**src/rtl/shapool_pkg.sv**
```systemverilog
// Shared definitions for the nonce sequencer and the hashing pool:
// sequencer state encoding, outstanding-attempt depth and the hit priority encoder.
package shapool_pkg;

  typedef enum logic [2:0] {
    SEQ_IDLE,
    SEQ_RUN,
    SEQ_DRAIN,
    SEQ_FOUND,
    SEQ_EXHAUSTED
  } seq_state_e;

  localparam int OUTSTANDING_DEPTH = 2;

  // Index of the lowest set bit; returns 0 when nothing is set.
  function automatic int lowest_set_idx(input logic [31:0] v);
    int idx;
    idx = 0;
    for (int i = 31; i >= 0; i--) begin
      if (v[i]) idx = i;
    end
    return idx;
  endfunction

endpackage

```
**src/rtl/nonce_sequencer_if.sv**
```systemverilog
// Nonce issue / completion channel between the sequencer (master) and the hashing pool (slave).
interface nonce_sequencer_if #(
  parameter int LOW_WIDTH      = 30,
  parameter int POOL_SIZE_LOG2 = 2
);
  logic                          nonce_valid;
  logic                          nonce_ready;
  logic [LOW_WIDTH-1:0]          nonce_low;
  logic                          done;
  logic [2**POOL_SIZE_LOG2-1:0]  hit;

  modport master (output nonce_valid, nonce_low, input nonce_ready, done, hit);
  modport slave  (input nonce_valid, nonce_low, output nonce_ready, done, hit);
endinterface

```
**src/rtl/nonce_fifo.sv**
```systemverilog
// Depth-2 queue of low nonces whose pool attempts are still outstanding;
// supports push and pop in the same cycle, including when full.
module nonce_fifo
  import shapool_pkg::*;
#(
  parameter int WIDTH = 30
) (
  input  logic             clk,
  input  logic             reset_n,
  input  logic             clr,
  input  logic             push,
  input  logic             pop,
  input  logic [WIDTH-1:0] din,
  output logic [WIDTH-1:0] head,
  output logic [1:0]       count
);

  logic [WIDTH-1:0] mem_q [OUTSTANDING_DEPTH];
  logic [WIDTH-1:0] mem_d [OUTSTANDING_DEPTH];
  logic             rd_ptr_q, rd_ptr_d;
  logic             wr_ptr_q, wr_ptr_d;
  logic [1:0]       count_q, count_d;
  logic             do_push, do_pop;

  always_comb begin
    do_pop   = pop && (count_q != 2'd0);
    do_push  = push && ((count_q != 2'(OUTSTANDING_DEPTH)) || do_pop);
    mem_d    = mem_q;
    rd_ptr_d = rd_ptr_q;
    wr_ptr_d = wr_ptr_q;
    if (do_push) begin
      mem_d[wr_ptr_q] = din;
      wr_ptr_d        = ~wr_ptr_q;
    end
    if (do_pop) rd_ptr_d = ~rd_ptr_q;
    count_d = count_q + 2'(do_push) - 2'(do_pop);
    if (clr) begin
      rd_ptr_d = 1'b0;
      wr_ptr_d = 1'b0;
      count_d  = 2'd0;
    end
  end

  always_ff @(posedge clk or negedge reset_n) begin
    if (!reset_n) begin
      rd_ptr_q <= 1'b0;
      wr_ptr_q <= 1'b0;
      count_q  <= 2'd0;
    end else begin
      rd_ptr_q <= rd_ptr_d;
      wr_ptr_q <= wr_ptr_d;
      count_q  <= count_d;
    end
  end

  // Payload storage needs no reset; occupancy alone says what is live.
  always_ff @(posedge clk) begin
    mem_q <= mem_d;
  end

  assign head  = mem_q[rd_ptr_q];
  assign count = count_q;

endmodule

```
**src/rtl/nonce_sequencer.sv**
```systemverilog
// Issues the shared low nonce range into the pool and captures the exact winning nonce.
// Optional feature: NONCE_SEQUENCER_ATTEMPT_COUNT_EN adds a saturating attempts counter output.
module nonce_sequencer
  import shapool_pkg::*;
#(
  parameter  int NONCE_WIDTH    = 32,
  parameter  int POOL_SIZE_LOG2 = 2,
  localparam int LOW_WIDTH      = NONCE_WIDTH - POOL_SIZE_LOG2
) (
  input  logic                   clk,
  input  logic                   reset_n,
  input  logic                   start,
  input  logic                   clear,
  input  logic [LOW_WIDTH-1:0]   nonce_first,
  input  logic [LOW_WIDTH-1:0]   nonce_last,
  nonce_sequencer_if.master      pool,
  output logic                   busy,
  output logic                   result_valid,
  output logic [NONCE_WIDTH-1:0] result_nonce,
  output logic                   exhausted,
  output logic                   protocol_error
`ifdef NONCE_SEQUENCER_ATTEMPT_COUNT_EN
  ,
  output logic [31:0]            attempts
`endif
);

  seq_state_e                state_q, state_d;
  logic [LOW_WIDTH-1:0]      cnt_q, cnt_d;
  logic [LOW_WIDTH-1:0]      lim_q, lim_d;
  logic                      busy_q, busy_d;
  logic                      result_valid_q, result_valid_d;
  logic [NONCE_WIDTH-1:0]    result_nonce_q, result_nonce_d;
  logic                      exhausted_q, exhausted_d;
  logic                      protocol_error_q, protocol_error_d;
  logic [1:0]                fifo_count;
  logic [LOW_WIDTH-1:0]      fifo_head;
  logic [POOL_SIZE_LOG2-1:0] hit_idx;
  logic                      issue, push, pop, take_hit;

  nonce_fifo #(.WIDTH(LOW_WIDTH)) u_fifo (
    .clk     (clk),
    .reset_n (reset_n),
    .clr     (clear),
    .push    (push),
    .pop     (pop),
    .din     (cnt_q),
    .head    (fifo_head),
    .count   (fifo_count)
  );

  always_comb begin
    pop      = pool.done && (fifo_count != 2'd0);
    // A completing attempt frees a slot in the same cycle, so issue can continue.
    issue    = (state_q == SEQ_RUN) && ((fifo_count < 2'(OUTSTANDING_DEPTH)) || pool.done);
    push     = issue && pool.nonce_ready;
    take_hit = pop && (|pool.hit) && ((state_q == SEQ_RUN) || (state_q == SEQ_DRAIN));
    hit_idx  = POOL_SIZE_LOG2'(lowest_set_idx(32'(pool.hit)));

    state_d          = state_q;
    cnt_d            = cnt_q;
    lim_d            = lim_q;
    result_valid_d   = result_valid_q;
    result_nonce_d   = result_nonce_q;
    exhausted_d      = exhausted_q;
    protocol_error_d = protocol_error_q | (pool.done && (fifo_count == 2'd0));

    case (state_q)
      SEQ_IDLE: begin
        if (start) begin
          cnt_d = nonce_first;
          lim_d = nonce_last;
          if (nonce_first > nonce_last) begin
            state_d     = SEQ_EXHAUSTED;
            exhausted_d = 1'b1;
          end else begin
            state_d = SEQ_RUN;
          end
        end
      end
      SEQ_RUN: begin
        // Stopping at the limit rather than incrementing keeps all-ones from wrapping.
        if (push) begin
          if (cnt_q == lim_q) state_d = SEQ_DRAIN;
          else                cnt_d   = cnt_q + LOW_WIDTH'(1);
        end
      end
      SEQ_DRAIN: begin
        if ((fifo_count == 2'd0) || ((fifo_count == 2'd1) && pop)) begin
          state_d     = SEQ_EXHAUSTED;
          exhausted_d = 1'b1;
        end
      end
      default: ;
    endcase

    if (take_hit) begin
      state_d        = SEQ_FOUND;
      exhausted_d    = 1'b0;
      result_valid_d = 1'b1;
      result_nonce_d = {hit_idx, fifo_head};
    end

    busy_d = (state_d == SEQ_RUN) || (state_d == SEQ_DRAIN);

    if (clear) begin
      state_d          = SEQ_IDLE;
      cnt_d            = '0;
      lim_d            = '0;
      busy_d           = 1'b0;
      result_valid_d   = 1'b0;
      result_nonce_d   = '0;
      exhausted_d      = 1'b0;
      protocol_error_d = 1'b0;
    end
  end

  always_ff @(posedge clk or negedge reset_n) begin
    if (!reset_n) begin
      state_q          <= SEQ_IDLE;
      cnt_q            <= '0;
      lim_q            <= '0;
      busy_q           <= 1'b0;
      result_valid_q   <= 1'b0;
      result_nonce_q   <= '0;
      exhausted_q      <= 1'b0;
      protocol_error_q <= 1'b0;
    end else begin
      state_q          <= state_d;
      cnt_q            <= cnt_d;
      lim_q            <= lim_d;
      busy_q           <= busy_d;
      result_valid_q   <= result_valid_d;
      result_nonce_q   <= result_nonce_d;
      exhausted_q      <= exhausted_d;
      protocol_error_q <= protocol_error_d;
    end
  end

  assign pool.nonce_valid = issue;
  assign pool.nonce_low   = cnt_q;
  assign busy             = busy_q;
  assign result_valid     = result_valid_q;
  assign result_nonce     = result_nonce_q;
  assign exhausted        = exhausted_q;
  assign protocol_error   = protocol_error_q;

`ifdef NONCE_SEQUENCER_ATTEMPT_COUNT_EN
  logic [31:0] attempts_q, attempts_d;

  always_comb begin
    attempts_d = attempts_q;
    if (clear || ((state_q == SEQ_IDLE) && start)) attempts_d = '0;
    else if (pop && (attempts_q != 32'hFFFF_FFFF)) attempts_d = attempts_q + 32'd1;
  end

  always_ff @(posedge clk or negedge reset_n) begin
    if (!reset_n) attempts_q <= '0;
    else          attempts_q <= attempts_d;
  end

  assign attempts = attempts_q;
`endif

endmodule

```
**src/flat_wrapper.sv**
```systemverilog
// flat-port wrapper written by rule: the top's interface ports become plain ports
module nonce_sequencer_flat import shapool_pkg::*;
#(
  parameter  int NONCE_WIDTH    = 32,
  parameter  int POOL_SIZE_LOG2 = 2,
  localparam int LOW_WIDTH      = NONCE_WIDTH - POOL_SIZE_LOG2
)
  (clk, reset_n, start, clear, nonce_first, nonce_last, busy, result_valid, result_nonce, exhausted, protocol_error, pool_nonce_valid, pool_nonce_low, pool_nonce_ready, pool_done, pool_hit);
  nonce_sequencer_if #(.LOW_WIDTH((NONCE_WIDTH - POOL_SIZE_LOG2)), .POOL_SIZE_LOG2(POOL_SIZE_LOG2)) pool_i ();
  input  logic clk;
  input  logic reset_n;
  input  logic start;
  input  logic clear;
  input  logic [LOW_WIDTH-1:0] nonce_first;
  input  logic [LOW_WIDTH-1:0] nonce_last;
  output logic busy;
  output logic result_valid;
  output logic [NONCE_WIDTH-1:0] result_nonce;
  output logic exhausted;
  output logic protocol_error;
  output wire logic [$bits(pool_i.nonce_valid)-1:0] pool_nonce_valid;
  output wire logic [$bits(pool_i.nonce_low)-1:0] pool_nonce_low;
  input wire logic [$bits(pool_i.nonce_ready)-1:0] pool_nonce_ready;
  input wire logic [$bits(pool_i.done)-1:0] pool_done;
  input wire logic [$bits(pool_i.hit)-1:0] pool_hit;
  assign pool_nonce_valid = pool_i.nonce_valid;
  assign pool_nonce_low = pool_i.nonce_low;
  assign pool_i.nonce_ready = pool_nonce_ready;
  assign pool_i.done = pool_done;
  assign pool_i.hit = pool_hit;
  nonce_sequencer #(.NONCE_WIDTH(NONCE_WIDTH), .POOL_SIZE_LOG2(POOL_SIZE_LOG2)) u_core (.clk(clk), .reset_n(reset_n), .start(start), .clear(clear), .nonce_first(nonce_first), .nonce_last(nonce_last), .pool(pool_i), .busy(busy), .result_valid(result_valid), .result_nonce(result_nonce), .exhausted(exhausted), .protocol_error(protocol_error));
endmodule
```
**config.mk**
```make
export PLATFORM = sky130hd
export DESIGN_NAME = nonce_sequencer_flat
export DESIGN_NICKNAME = d
export VERILOG_FILES = /design/src/rtl/shapool_pkg.sv /design/src/rtl/nonce_sequencer_if.sv /design/src/rtl/nonce_fifo.sv /design/src/rtl/nonce_sequencer.sv /design/src/flat_wrapper.sv
export SDC_FILE = /design/constraint.sdc
export NUM_CORES = 1
export LEC_CHECK = 0
export BUFFER_PORTS_ARGS = -buffer_cell sky130_fd_sc_hd__buf_2
export CORE_MARGIN = 1.5
export CORE_UTILIZATION = 53
export CTS_BUF_LIST = sky130_fd_sc_hd__clkbuf_8
export DETAILED_ROUTE_END_ITERATION = 8
export GPL_ROUTABILITY_DRIVEN = 0
export PLACE_DENSITY = 0.87
export SLEW_MARGIN = 20
export SYNTH_ARGS = -nofsm -noshare
export SYNTH_HDL_FRONTEND = slang
export SYNTH_SLANG_ARGS = --single-unit
```
**constraint.sdc**
```tcl
create_clock -name clk -period 3.13 [get_ports clk]
set_input_delay 0.313 -clock clk [delete_from_list [all_inputs] [get_ports clk]]
set_output_delay 0.313 -clock clk [all_outputs]
set_load 0.02 [all_outputs]
```
==> summary.txt <==
Filler Cells Inserted: 1288
# H-tree levels: 4
clock insertion delay at the later pin of the skew report: 0.48 ns
syn_area_per_cell: 9.77 um2
Fin. Hold Viols: 0
leakage: 4.43 nW
P_int: 0.00384 W
dominant cell type by area after synthesis: dfrtp_1
Setup crit start kind: flip-flop
clock share of power: 0.277
starting density of the core: 0.539
Max VDD drop: 349 uV
total grt overflow: 0
die height: 130 um
Vias/cell: 6.07
CP Capture Type: flip-flop
DIE WIDTH: 130 um
core area: 15800 um2
vias in the first global route: 6881
port bufs: 136
clock sinks: 163
power share of the combinational group: 0.262
vias post-DR: 7441
Psw: 0.00214 W
initial DRC count: 1112
largest net degree at the start of global routing: 69
All-Layer GR Usage: 0.284
EDFF count, synth: 60
Net Count, Synth: 977
post-route ant nets: 0
DRC: 0
Seq/Total Area, Yosys: 0.513
Max Slew Vio Count: 0
Worst Path Required: 3.52 ns
HP Class: primary input to flip-flop
Setup crit start: u_core.pool.nonce_low[1]$_DFFE_PN0P_
share of cells above drive strength 1: 0.202
DP Wirelength: 16500 um
post-layout minimum cycle time: 2.70 ns
first-pass GRT wire length: 36500 um
Worst-path clk slew: 0.10 ns
final setup TNS: 0 ns
RSZ-0062 raised after global routing: false
final cycle utilization of the critical path: 0.862
asr flop ratio synth: 0.632
Post-Syn Instances: 874
hold slack: 0.0668 ns
Post-CTS Hold Fix Bufs: 1
mapped cell area: 8540 um2
routed wire length per instance: 18.9 um
switching share of power: 0.358
CTS Buf Count: 17
Non-Filler Instances: 1225
run status: completed
WS Path Type: flip-flop to flip-flop
overall routed net length: 23200 um
total setup buffers inserted after CTS: 0
post_cts resized: 0
largest fanout on the critical path: 9
sequential share of power: 0.460
final core utilization: 0.626
dpl cells: 1192
clock tree buffer depth: 2
Final Setup Violations: 0
Setup Skew: 0.0160 ns
Rows: 46
initial antenna violation count: 0
Worst Tran Pin Value: 0.857 ns
Synth Flop Type: dfrtp_1
Max Cap Viol: 0
Slew HR: 0.427
Die ar.: 16900 um2
total number of yosys warnings: 0
DR pass1 iterations: 7
Yosys top cell area share: 0.302
worst r2r src: u_core.pool.nonce_low[1]$_DFFE_PN0P_
Ant. Diodes: 0
WP data arrival: 3.09 ns
Final Net Count: 1099
f_max: 371 MHz
CTS tree: built
synth unique cells: 62
PD cells: 603 nW/um2
Hold Crit Start: nonce_last[16]
area grow syn2layout: 16.1%
Root Buffer: clkbuf_8
IO Count: 137
top cells by area, synth: dfrtp_1 (30%), edfxtp_1 (21%), nand2_1 (5.4%)
register bit total from synthesis: 163
cell usage in the layout, fill, tap and decap left out, types with 4 or more instances in the layout:
master and n:
buf_2 135, a21boi_0 5, buf_4 21, nand2_1 122
xor2_1 31, nor4_1 14, clkbuf_8 17, inv_8 4
o21ai_0 45, inv_1 46, nor3_1 9, xnor2_1 4
a31oi_1 20, a21oi_1 76, nand3_1 14, dfrtp_1 103
ha_1 33, o31ai_1 13, edfxtp_1 60, and3_1 4
o221ai_1 6, a211oi_1 33, nand4_1 12, mux2i_1 34
nor2_1 66
synth_stat cells (3+ instances only):
library cell and instances:
nor3_1 10, o41ai_1 3, a211oi_1 33, o22ai_1 3, nor2b_1 3, and4_1 3
a21oi_1 76, and3_1 4, nand2_1 122, ha_1 33, o221ai_1 6, clkbuf_1 42
dfrtp_1 103, o21a_1 3, nand3_1 15, o21ai_1 3, buf_2 7, and2_1 3
edfxtp_1 60, a21o_1 3, nand4_1 12, o31ai_1 13, nand2b_1 3, a31oi_1 20
mux2i_1 34, buf_1 4, inv_1 46, xnor2_1 4, a32o_1 3, nor2_1 67
xor2_1 31, or2_2 3, a21boi_0 5, nor4_1 14, o21ai_0 45
stage by stage:
stage	setup WS, ns	cell area [um2]	total power (W)
2_1_floorplan	0.116	8540	0.00373
3_3_place_gp	0.613	9470	0.00427
3_5_place_dp	0.609	9470	0.00432
4_1_cts	0.539	9910	0.00597
5_1_grt	0.326	9910	0.00624
6_report	0.431	9910	0.00598
path summary, 6_finish.rpt:
kind,endpoint,slack [ns],cells past startpoint
min reg2reg,u_core.result_valid$_DFFE_PN0N_,0.50,2
min in group asynchronous,u_core.lim_q[15]$_DFFE_PN0P_,0.39,2
max,u_core.pool.nonce_low[18]$_DFFE_PN0P_,0.43,6
max reg2reg,u_core.pool.nonce_low[18]$_DFFE_PN0P_,0.43,6
max in group asynchronous,u_core.result_nonce[24]$_DFFE_PN0N_,2.00,3
min,u_core.lim_q[16]$_DFFE_PN0P_,0.07,3
per-layer routing:
layer	vias to the layer above	global-route usage	wire length (um)
met5	-	0	0
met3	93	0.0722	2360
met4	0	0.154	1010
met2	511	0.420	10300
li1	3388	-	-
met1	3449	0.387	9460
power by group through the flow:
stage | registers [W] | clock network [W] | logic (W)
3_3_place_gp | 0.00276 | 0 | 0.00151
3_5_place_dp | 0.00278 | 0 | 0.00154
4_1_cts | 0.00274 | 0.00168 | 0.00155
5_1_grt | 0.00278 | 0.00175 | 0.00171
6_report | 0.00275 | 0.00166 | 0.00157
2_1_floorplan | 0.00278 | 0 | 0.000955
layout make-up:
type | count | area (um2) | share of cell area
clock buffers | 17 | 234 | 0.0236
clock inverters | 15 | 196 | 0.0198
inverters | 47 | 176 | 0.0178
multi-input cells | 608 | 3770 | 0.381
flip-flops and latches | 163 | 4380 | 0.442
well taps | 216 | 270 | 0.0273
repair buffers | 159 | 883 | 0.0891
flip-flops by register name, summed over array words and instances, names as in the netlist:
signal and flops:
u_core.protocol_error 1, u_core.pool.nonce_low 30, u_core.u_fifo.rd_ptr_q 1, u_core.u_fifo.count 2, u_core.busy 1, u_core.result_nonce 32, u_core.result_valid 1, u_core.state_q 3
u_core.u_fifo.mem_q 60, u_core.lim_q 30, u_core.u_fifo.wr_ptr_q 1, u_core.exhausted 1
cell families (layout without fill, tap and decap cells):
| logic type | Yosys count | count (layout) | share of synthesized area |
|---|---|---|---|
| DFF | 163 | 163 | 0.513 |
| muxes | 34 | 34 | 0.0399 |
| AOI/OAI and AO/OA | 231 | 231 | 0.168 |
| xor gates and xnor gates | 35 | 35 | 0.0359 |
| buffers and inverters | 103 | 238 | 0.0471 |
| adders and majority gates | 33 | 33 | 0.0484 |
| and+or+nand+nor | 275 | 275 | 0.148 |
worst max-delay path, cell delays in order, from the launching register on:
cell and delay, ns:
dfrtp_1 0.65, ha_1 0.28, nand3_1 0.27, or4_1 0.70, o41ai_1 0.37, o21ai_0 0.15, a31oi_1 0.18
Power figures use the tool's default switching activity.
